<file path="config.mk">
export PLATFORM = sky130hd
export DESIGN_NAME = fetch_unit
export DESIGN_NICKNAME = d
export VERILOG_FILES = /design/src/rtl/fetch_unit.sv
export SDC_FILE = /design/constraint.sdc
export NUM_CORES = 1
export LEC_CHECK = 0
export ABC_AREA = 0
export CAP_MARGIN = 30
export CORE_UTILIZATION = 45
export CTS_CLUSTER_DIAMETER = 100
export DETAILED_ROUTE_END_ITERATION = 10
export PLACE_DENSITY_LB_ADDON = 0.12
export SYNTH_ARGS = -nofsm -noshare
export SYNTH_HDL_FRONTEND = slang
export SYNTH_SLANG_ARGS = --single-unit
export TNS_END_PERCENT = 5
</file>
<file path="constraint.sdc">
create_clock -name clk -period 4 [get_ports clk]
set_clock_uncertainty 0.05 [all_clocks]
set_input_delay 0.6 -clock clk [delete_from_list [all_inputs] [get_ports clk]]
set_output_delay 0.6 -clock clk [all_outputs]
set_load 0.01 [all_outputs]
</file>
<file path="src/rtl/fetch_unit.sv">
// Instruction fetch unit: single-entry fetch buffer with jump/branch redirect and flush.
// Define FETCH_PERF_COUNT_EN to add the StallCount decode-stall counter output.
module fetch_unit #(
    parameter logic [31:0] RESET_PC = 32'h0000_0000
) (
    input  logic        clk,
    input  logic        reset_n,
    output logic        imem_req,
    output logic [31:0] imem_addr,
    input  logic        imem_ack,
    input  logic [31:0] imem_rdata,
    output logic [31:0] Instruction,
    output logic [31:0] PcOut,
    output logic        InstrValid,
    input  logic        DecodeReady,
    input  logic        JumpEn,
    input  logic [25:0] JumpTarget,
    input  logic        BranchEn,
    input  logic [15:0] BranchOffset,
    input  logic        Flush,
    input  logic [31:0] FlushPc
`ifdef FETCH_PERF_COUNT_EN
    ,
    output logic [15:0] StallCount
`endif
);

    typedef enum logic [1:0] {IDLE, FETCH, FULL, DRAIN} state_t;

    state_t      state_q, state_d;
    logic [31:0] pc_q, pc_d;
    logic [31:0] instr_q, instr_d;
    logic [31:0] pcout_q, pcout_d;
    logic [31:0] pc_plus4;
    logic [31:0] branch_tgt;

    assign pc_plus4   = pcout_q + 32'd4;
    assign branch_tgt = pc_plus4 + {{14{BranchOffset[15]}}, BranchOffset, 2'b00};

    always_comb begin
        state_d    = state_q;
        pc_d       = pc_q;
        instr_d    = instr_q;
        pcout_d    = pcout_q;
        imem_req   = 1'b0;
        InstrValid = 1'b0;
        unique case (state_q)
            IDLE:  state_d = FETCH;
            FETCH: begin
                imem_req = 1'b1;
                if (imem_ack) begin
                    instr_d = imem_rdata;
                    pcout_d = pc_q;
                    state_d = FULL;
                end
            end
            FULL: begin
                InstrValid = 1'b1;
                if (DecodeReady) begin
                    state_d = FETCH;
                    if (JumpEn)
                        pc_d = {pc_plus4[31:28], JumpTarget, 2'b00};
                    else if (BranchEn)
                        pc_d = branch_tgt;
                    else
                        pc_d = pc_plus4;
                end
            end
            DRAIN: begin
                // The ack of the request abandoned by the flush is swallowed here.
                if (imem_ack)
                    state_d = FETCH;
            end
            default: state_d = IDLE;
        endcase
        if (Flush) begin
            pc_d    = FlushPc & 32'hFFFF_FFFC;
            instr_d = instr_q;
            pcout_d = pcout_q;
            state_d = (state_q == FETCH && !imem_ack) ? DRAIN : FETCH;
        end
    end

    always_ff @(posedge clk or negedge reset_n) begin
        if (!reset_n) begin
            state_q <= IDLE;
            pc_q    <= RESET_PC & 32'hFFFF_FFFC;
            instr_q <= 32'h0;
            pcout_q <= 32'h0;
        end else begin
            state_q <= state_d;
            pc_q    <= pc_d;
            instr_q <= instr_d;
            pcout_q <= pcout_d;
        end
    end

    assign imem_addr   = pc_q & 32'hFFFF_FFFC;
    assign Instruction = instr_q;
    assign PcOut       = pcout_q;

`ifdef FETCH_PERF_COUNT_EN
    logic [15:0] stall_q, stall_d;

    always_comb begin
        stall_d = stall_q;
        if (Flush)
            stall_d = 16'h0;
        else if (state_q == FULL && !DecodeReady && stall_q != 16'hFFFF)
            stall_d = stall_q + 16'd1;
    end

    always_ff @(posedge clk or negedge reset_n) begin
        if (!reset_n)
            stall_q <= 16'h0;
        else
            stall_q <= stall_d;
    end

    assign StallCount = stall_q;
`endif

endmodule

</file>
# Word-level counts from Yosys, hierarchy flattened
# Cells that the tools add are included.
[totals]
register_bits = 98
out_inout_bits = 98
[op_classes]
n_addsub = 2
n_eq_ne = 6
muxes = 13
bitwise = 1
reduce_logical = 8
[op_table]
columns = ["operator", "count"]
rows = [
  ["32-bit 2-to-1 mux", 5],
  ["32-bit by 3-bit adder with 32-bit output (second input constant)", 1],
  ["32-bit adder", 1],
  ["2-bit 2-to-1 mux", 5],
  ["3-bit inequality test (second input constant)", 3],
  ["2-bit one-hot mux with 4 select lines", 1],
  ["3-bit AND reduction", 2],
  ["2-bit equality test (second input constant)", 2],
  ["2-bit nonzero test", 2],
  ["2-bit by 1-bit equality test with 1-bit output (second input constant)", 1],
  ["2-bit zero test", 1],
  ["1-bit 2-to-1 mux", 2],
  ["2-bit AND reduction", 1],
  ["1-bit logical AND", 1],
  ["1-bit zero test", 1],
  ["1-bit inverter", 1],
]

# Longest topological paths before layout
[depth]
word_depth = 7
ltp_mapped = 15
depth_no_buf = 14

# Worst setup path after synthesis
# Ideal clock, no wire load.
[synth_path]
path_kind = "reg2reg"
start = "register pcout_q[4] (netlist: PcOut[4])"
end = "register pc_q[28]"
arrival_ns = 3.259
required_time_ns = 3.808
slack_ns = 0.548
path_stages_with_launch = 15
path_buffers = 1
synth_period_minus_slack_ns = 3.452
path_cell_list = "dfrtp_1 -> and4_1 -> and3_1 -> buf_2 -> and4_1 -> xor2_1 -> ha_1 -> and4_1 -> o21a_4 -> a2111oi_2 -> o31a_1 -> or4_1 -> o211ai_2 -> xnor2_1 -> o221ai_1"
[synth_via]
elab_chain_len = 7
[synth_rtl]
columns = ["item", "line", "text"]
rows = [
  ["start: declaration", "33", "logic [31:0] pcout_q, pcout_d;"],
  ["start signal: assignment", "94", "pcout_q <= pcout_d;"],
  ["32-bit by 3-bit adder with 32-bit output (*)", "37", "assign pc_plus4 = pcout_q + 32'd4;"],
  ["32-bit adder", "38", "assign branch_tgt = pc_plus4 + {{14{BranchOffset[15]}}, BranchOffset, 2'b00};"],
  ["32-bit 2-to-1 mux", "63", "else if (BranchEn)"],
  ["32-bit 2-to-1 mux (*)", "61", "if (JumpEn)"],
  ["32-bit 2-to-1 mux (*)", "59", "if (DecodeReady) begin"],
  ["32-bit 2-to-1 mux (*)", "47", "unique case (state_q)"],
  ["32-bit 2-to-1 mux (*)", "76", "if (Flush) begin"],
  ["end signal: assignment", "87", "pc_q <= RESET_PC & 32'hFFFF_FFFC;"],
  ["end signal: assignment", "92", "pc_q <= pc_d;"],
  ["end: declaration", "31", "logic [31:0] pc_q, pc_d;"],
]
# Mark *: on every way between the ends. The rest lies on a longest branch, timed or not. The select of a mux whose other input is x is not followed.
# A chain may end at the register's enable or synchronous reset.

# Final worst setup path
[layout_path]
start = "register pcout_q[4] (netlist: PcOut[4])"
end = "register pc_q[25]"
[layout_via]
elab_chain_len = 7
[layout_rtl]
columns = ["item", "line"]
rows = [
  ["32-bit by 3-bit adder with 32-bit output (*)", "37"],
  ["32-bit adder", "38"],
  ["32-bit 2-to-1 mux (*)", "63"],
  ["32-bit 2-to-1 mux (*)", "61"],
  ["32-bit 2-to-1 mux (*)", "59"],
  ["32-bit 2-to-1 mux (*)", "47"],
  ["32-bit 2-to-1 mux (*)", "76"],
]
# Marks and branches as above.

==> run summary <==
Drt total wl: 22.35 mm
CP max FO: 7
CP endpoint: pc_q[25]$_DFFE_PN0P_
Initial core utilization: 46.77%
Share of cells above drive strength 1: 13.47%
Latest clock arrival within the worst-skew pair: 0.34 ns
GRT Util Overall: 28.85%
Seq/Total Area, Yosys: 35.54%
Status: finished clean
Gates resized, CTS repair: 0
Pwr Density: 572.9 nW/um^2
Fin. max-slew vios: 0
H-tree depth: 3
Antenna violations before repair: 1
Most used cell, CP: buf_4
Data required time of the worst path: 4.14 ns
Global-route wire length before repair: 35.45 mm
Finished Cell Area: 9371 sq um
P&R area growth vs syn: 35.81%
RSZ-0062 raised after global routing: yes
Slew @ Worst Pin: 0.7100 ns
TritonCTS Buffers: 9
TritonCTS clock tree: yes
Setup WS pre-CTS: 0.2249 ns
Detail Placement HPWL: 17.33 mm
Die Ht: 125.8 microns
Fin crit share: 94.46%
Synth Warn #: 0
Worst vdd ir: 0.3623 mV
Critical Path End Type: flip-flop
Drt first-iter violations: 458
Number of fill cells: 1,241
Setup TNS: 0 ns
Post-CTS Setup Inserts: 0
Syn avg cell area: 9.300 sq um
Critical path origin: PcOut[4]$_DFFE_PN0P_
Sink Count: 98
Wirelength per Cell: 20.08 microns
DRT Pass-1 Iters: 5
Via count: 6,439
Antenna Nets Post-Route: 0
Hold buffer count at CTS: 0
Setup violations, final: 0
Synth Flop Type: dfrtp_1
Placed cell area: 9051 sq um
Reg-to-reg endpoint: pc_q[25]$_DFFE_PN0P_
Worst r2r src: PcOut[4]$_DFFE_PN0P_
CP top delay family: compound AO/OA/AOI/OAI gates
Synthesized area: 6900 sq um
Leakage: 0.003919 uW
FF+latch count, synth: 98
Setup crit start kind: flip-flop
# rows: 44
Worst rel slew slack: 52.49%
Port bufs: 206
Min Tclk post-route: 3.779 ns
R2r worst-path depth: 13
Die ar.: 15,830 sq um
WP depth: 13
Bufs and invs on worst path: 2
Gate Count Post-Synth: 742
Post-synthesis cell type count: 64
Largest net degree at the start of global routing: 44
Clk root buf: clkbuf_16
Final hold vios: 0
IO Count: 211
Cells along the critical path: and4_1, buf_4, nand4_1, xnor2_1, ha_1, a21oi_1, o21ai_1, a2111oi_2, buf_4, nand2_1, a221oi_1, xor2_1, o221ai_1
Slack of the critical path: 0.2215 ns
Die W: 125.8 microns
GP Congestion: 0.8931
Congestion Overflow GR: 0
Asr flop ratio synth: 100.0%
DRC: 0
Max Cap Viol: 0
Worst Path Arrival: 3.92 ns
Max Freq: 0.2647 GHz
Slowest-stage cell, CP: dfrtp_1
Vias per cell: 5.785
Final nets: 1,074
Core Footprint: 14,750 sq um
Kind of critical path: flip-flop to flip-flop
R2R Setup Slk: 0.22 ns
EDFF count, synth: 0
HP Class: input pin to async pin
Worst path max stage delay: 0.44 ns
Max clock buf depth: 2
Number of global-route vias before repair: 6,617
Clock Pin Slew Worst Setup and Hold Paths: 0.07 ns
final cells by class:
class,count,area (sq um),share of cell area (%)
clock buffer,11,252.7,2.697
timing repair buffer,236,2292,24.46
tap,184,230.2,2.457
inverter,14,52.55,0.5607
antenna,1,2.502,0.02670
clock inverter,5,62.56,0.6676
sequential,98,2452,26.17
multi-input combinational,564,4026,42.96
metal layers:
| layer | global-route usage (%) | share of wire, % | wire length, microns | vias up |
|---|---|---|---|---|
| met5 | 0 | 0 | 0 | - |
| met4 | 8.575 | 2.0 | 458 | 0 |
| met3 | 7.222 | 8.7 | 1936 | 30 |
| met2 | 47.88 | 48 | 10730 | 273 |
| met1 | 37.22 | 41 | 9230 | 3108 |
| li1 | - | - | - | 3028 |
stage by stage:
stage / hold slack (ns) / util (%) / instances / power, uW
finish: 0.1848 / 63.52 / 1113 / 5369
floorplan: 0.2544 / - / 743 / 3207
detailed placement: 0.4461 / 61.35 / 1096 / 4426
global route: 0.2269 / 63.50 / 1112 / 5691
CTS: 0.1982 / 63.48 / 1112 / 5360
global placement: 0.4372 / 61.35 / 1096 / 4359
cells in the mapped netlist, drive strengths merged, types with 18 or more instances:
cell / count / area (sq um)
a21oi: 62 / 317.8
xnor2: 39 / 341.6
nand2: 74 / 277.8
nand3: 18 / 90.09
ha: 37 / 462.9
mux2: 63 / 709.4
o21ai: 45 / 229.0
nor2: 39 / 146.4
clkbuf: 29 / 108.9
and3: 19 / 118.9
dfrtp: 98 / 2452
buf: 38 / 267.8
placed cells by master (no fill, tap or decap), types with 3 or more instances in the layout:
| master | Yosys | routed |
|---|---|---|
| a211o_1 | 4 | 4 |
| a211oi_1 | 6 | 6 |
| a21o_1 | 14 | 14 |
| a21oi_1 | 60 | 60 |
| a221o_1 | 3 | 3 |
| a221oi_1 | 3 | 3 |
| a2bb2oi_1 | 5 | 5 |
| a31oi_1 | 6 | 6 |
| and2_1 | 7 | 6 |
| and3_1 | 19 | 17 |
| and4_1 | 9 | 9 |
| buf_4 | 32 | 30 |
| clkbuf_16 | 0 | 9 |
| clkdlybuf4s50_1 | 0 | 204 |
| dfrtp_1 | 98 | 98 |
| ha_1 | 37 | 37 |
| inv_1 | 14 | 14 |
| mux2_2 | 62 | 62 |
| mux2i_1 | 3 | 3 |
| nand2_1 | 74 | 74 |
| nand3_1 | 18 | 18 |
| nand4_1 | 13 | 13 |
| nor2_1 | 39 | 39 |
| nor2b_1 | 5 | 5 |
| nor3_1 | 12 | 12 |
| o211a_1 | 3 | 3 |
| o211ai_1 | 10 | 10 |
| o21ai_0 | 40 | 39 |
| o21ai_1 | 4 | 5 |
| o21bai_1 | 5 | 5 |
| o221ai_1 | 6 | 6 |
| or3_1 | 5 | 5 |
| xnor2_1 | 39 | 39 |
| xor2_1 | 13 | 13 |
worst register-to-register path, delay by kind of cell, from the launching register on:
kind | cells | cell delay, ns
flip-flops | 1 | 0.44
AND/OR/NAND/NOR | 3 | 0.50
XOR/XNOR | 2 | 0.59
AO/OA/AOI/OAI | 5 | 1.32
adder cells (fa/ha/maj) | 1 | 0.37
buffers and inverters | 2 | 0.35
sequential cells by signal, summed over array words and instances, names as in the netlist:
signal and cells:
PcOut 32, state_q 2, Instruction 32, pc_q 32
worst min path at each step:
stage,startpoint,to,slack (ns)
2_1_floorplan,reset_n,Instruction[0]$_DFFE_PN0P_,0.25
3_3_place_gp,Instruction[13]$_DFFE_PN0P_,Instruction[13]$_DFFE_PN0P_,0.44
3_5_place_dp,Instruction[12]$_DFFE_PN0P_,Instruction[12]$_DFFE_PN0P_,0.45
4_1_cts,reset_n,Instruction[23]$_DFFE_PN0P_,0.20
5_1_grt,reset_n,Instruction[23]$_DFFE_PN0P_,0.23
6_report,reset_n,Instruction[23]$_DFFE_PN0P_,0.18
report_power, final:
part / switching (uW) / internal (uW)
combinational: 1460 / 1490
sequential: 261 / 1250
clock: 386 / 521
logic make-up after synthesis:
kind of cell             Yosys count  share of synthesized area [%]
AND/OR/NAND/NOR                  209                          14.78
AO/OA/AOI/OAI                    197                          19.09
flip-flops                        98                          35.54
buffers and inverters             81                          6.219
multiplexers                      66                          10.72
XOR/XNOR                          52                          6.600
adder cells (fa/ha/maj)           38                          6.999
other                              1                        0.05434
(Power assumes the default switching activity.)
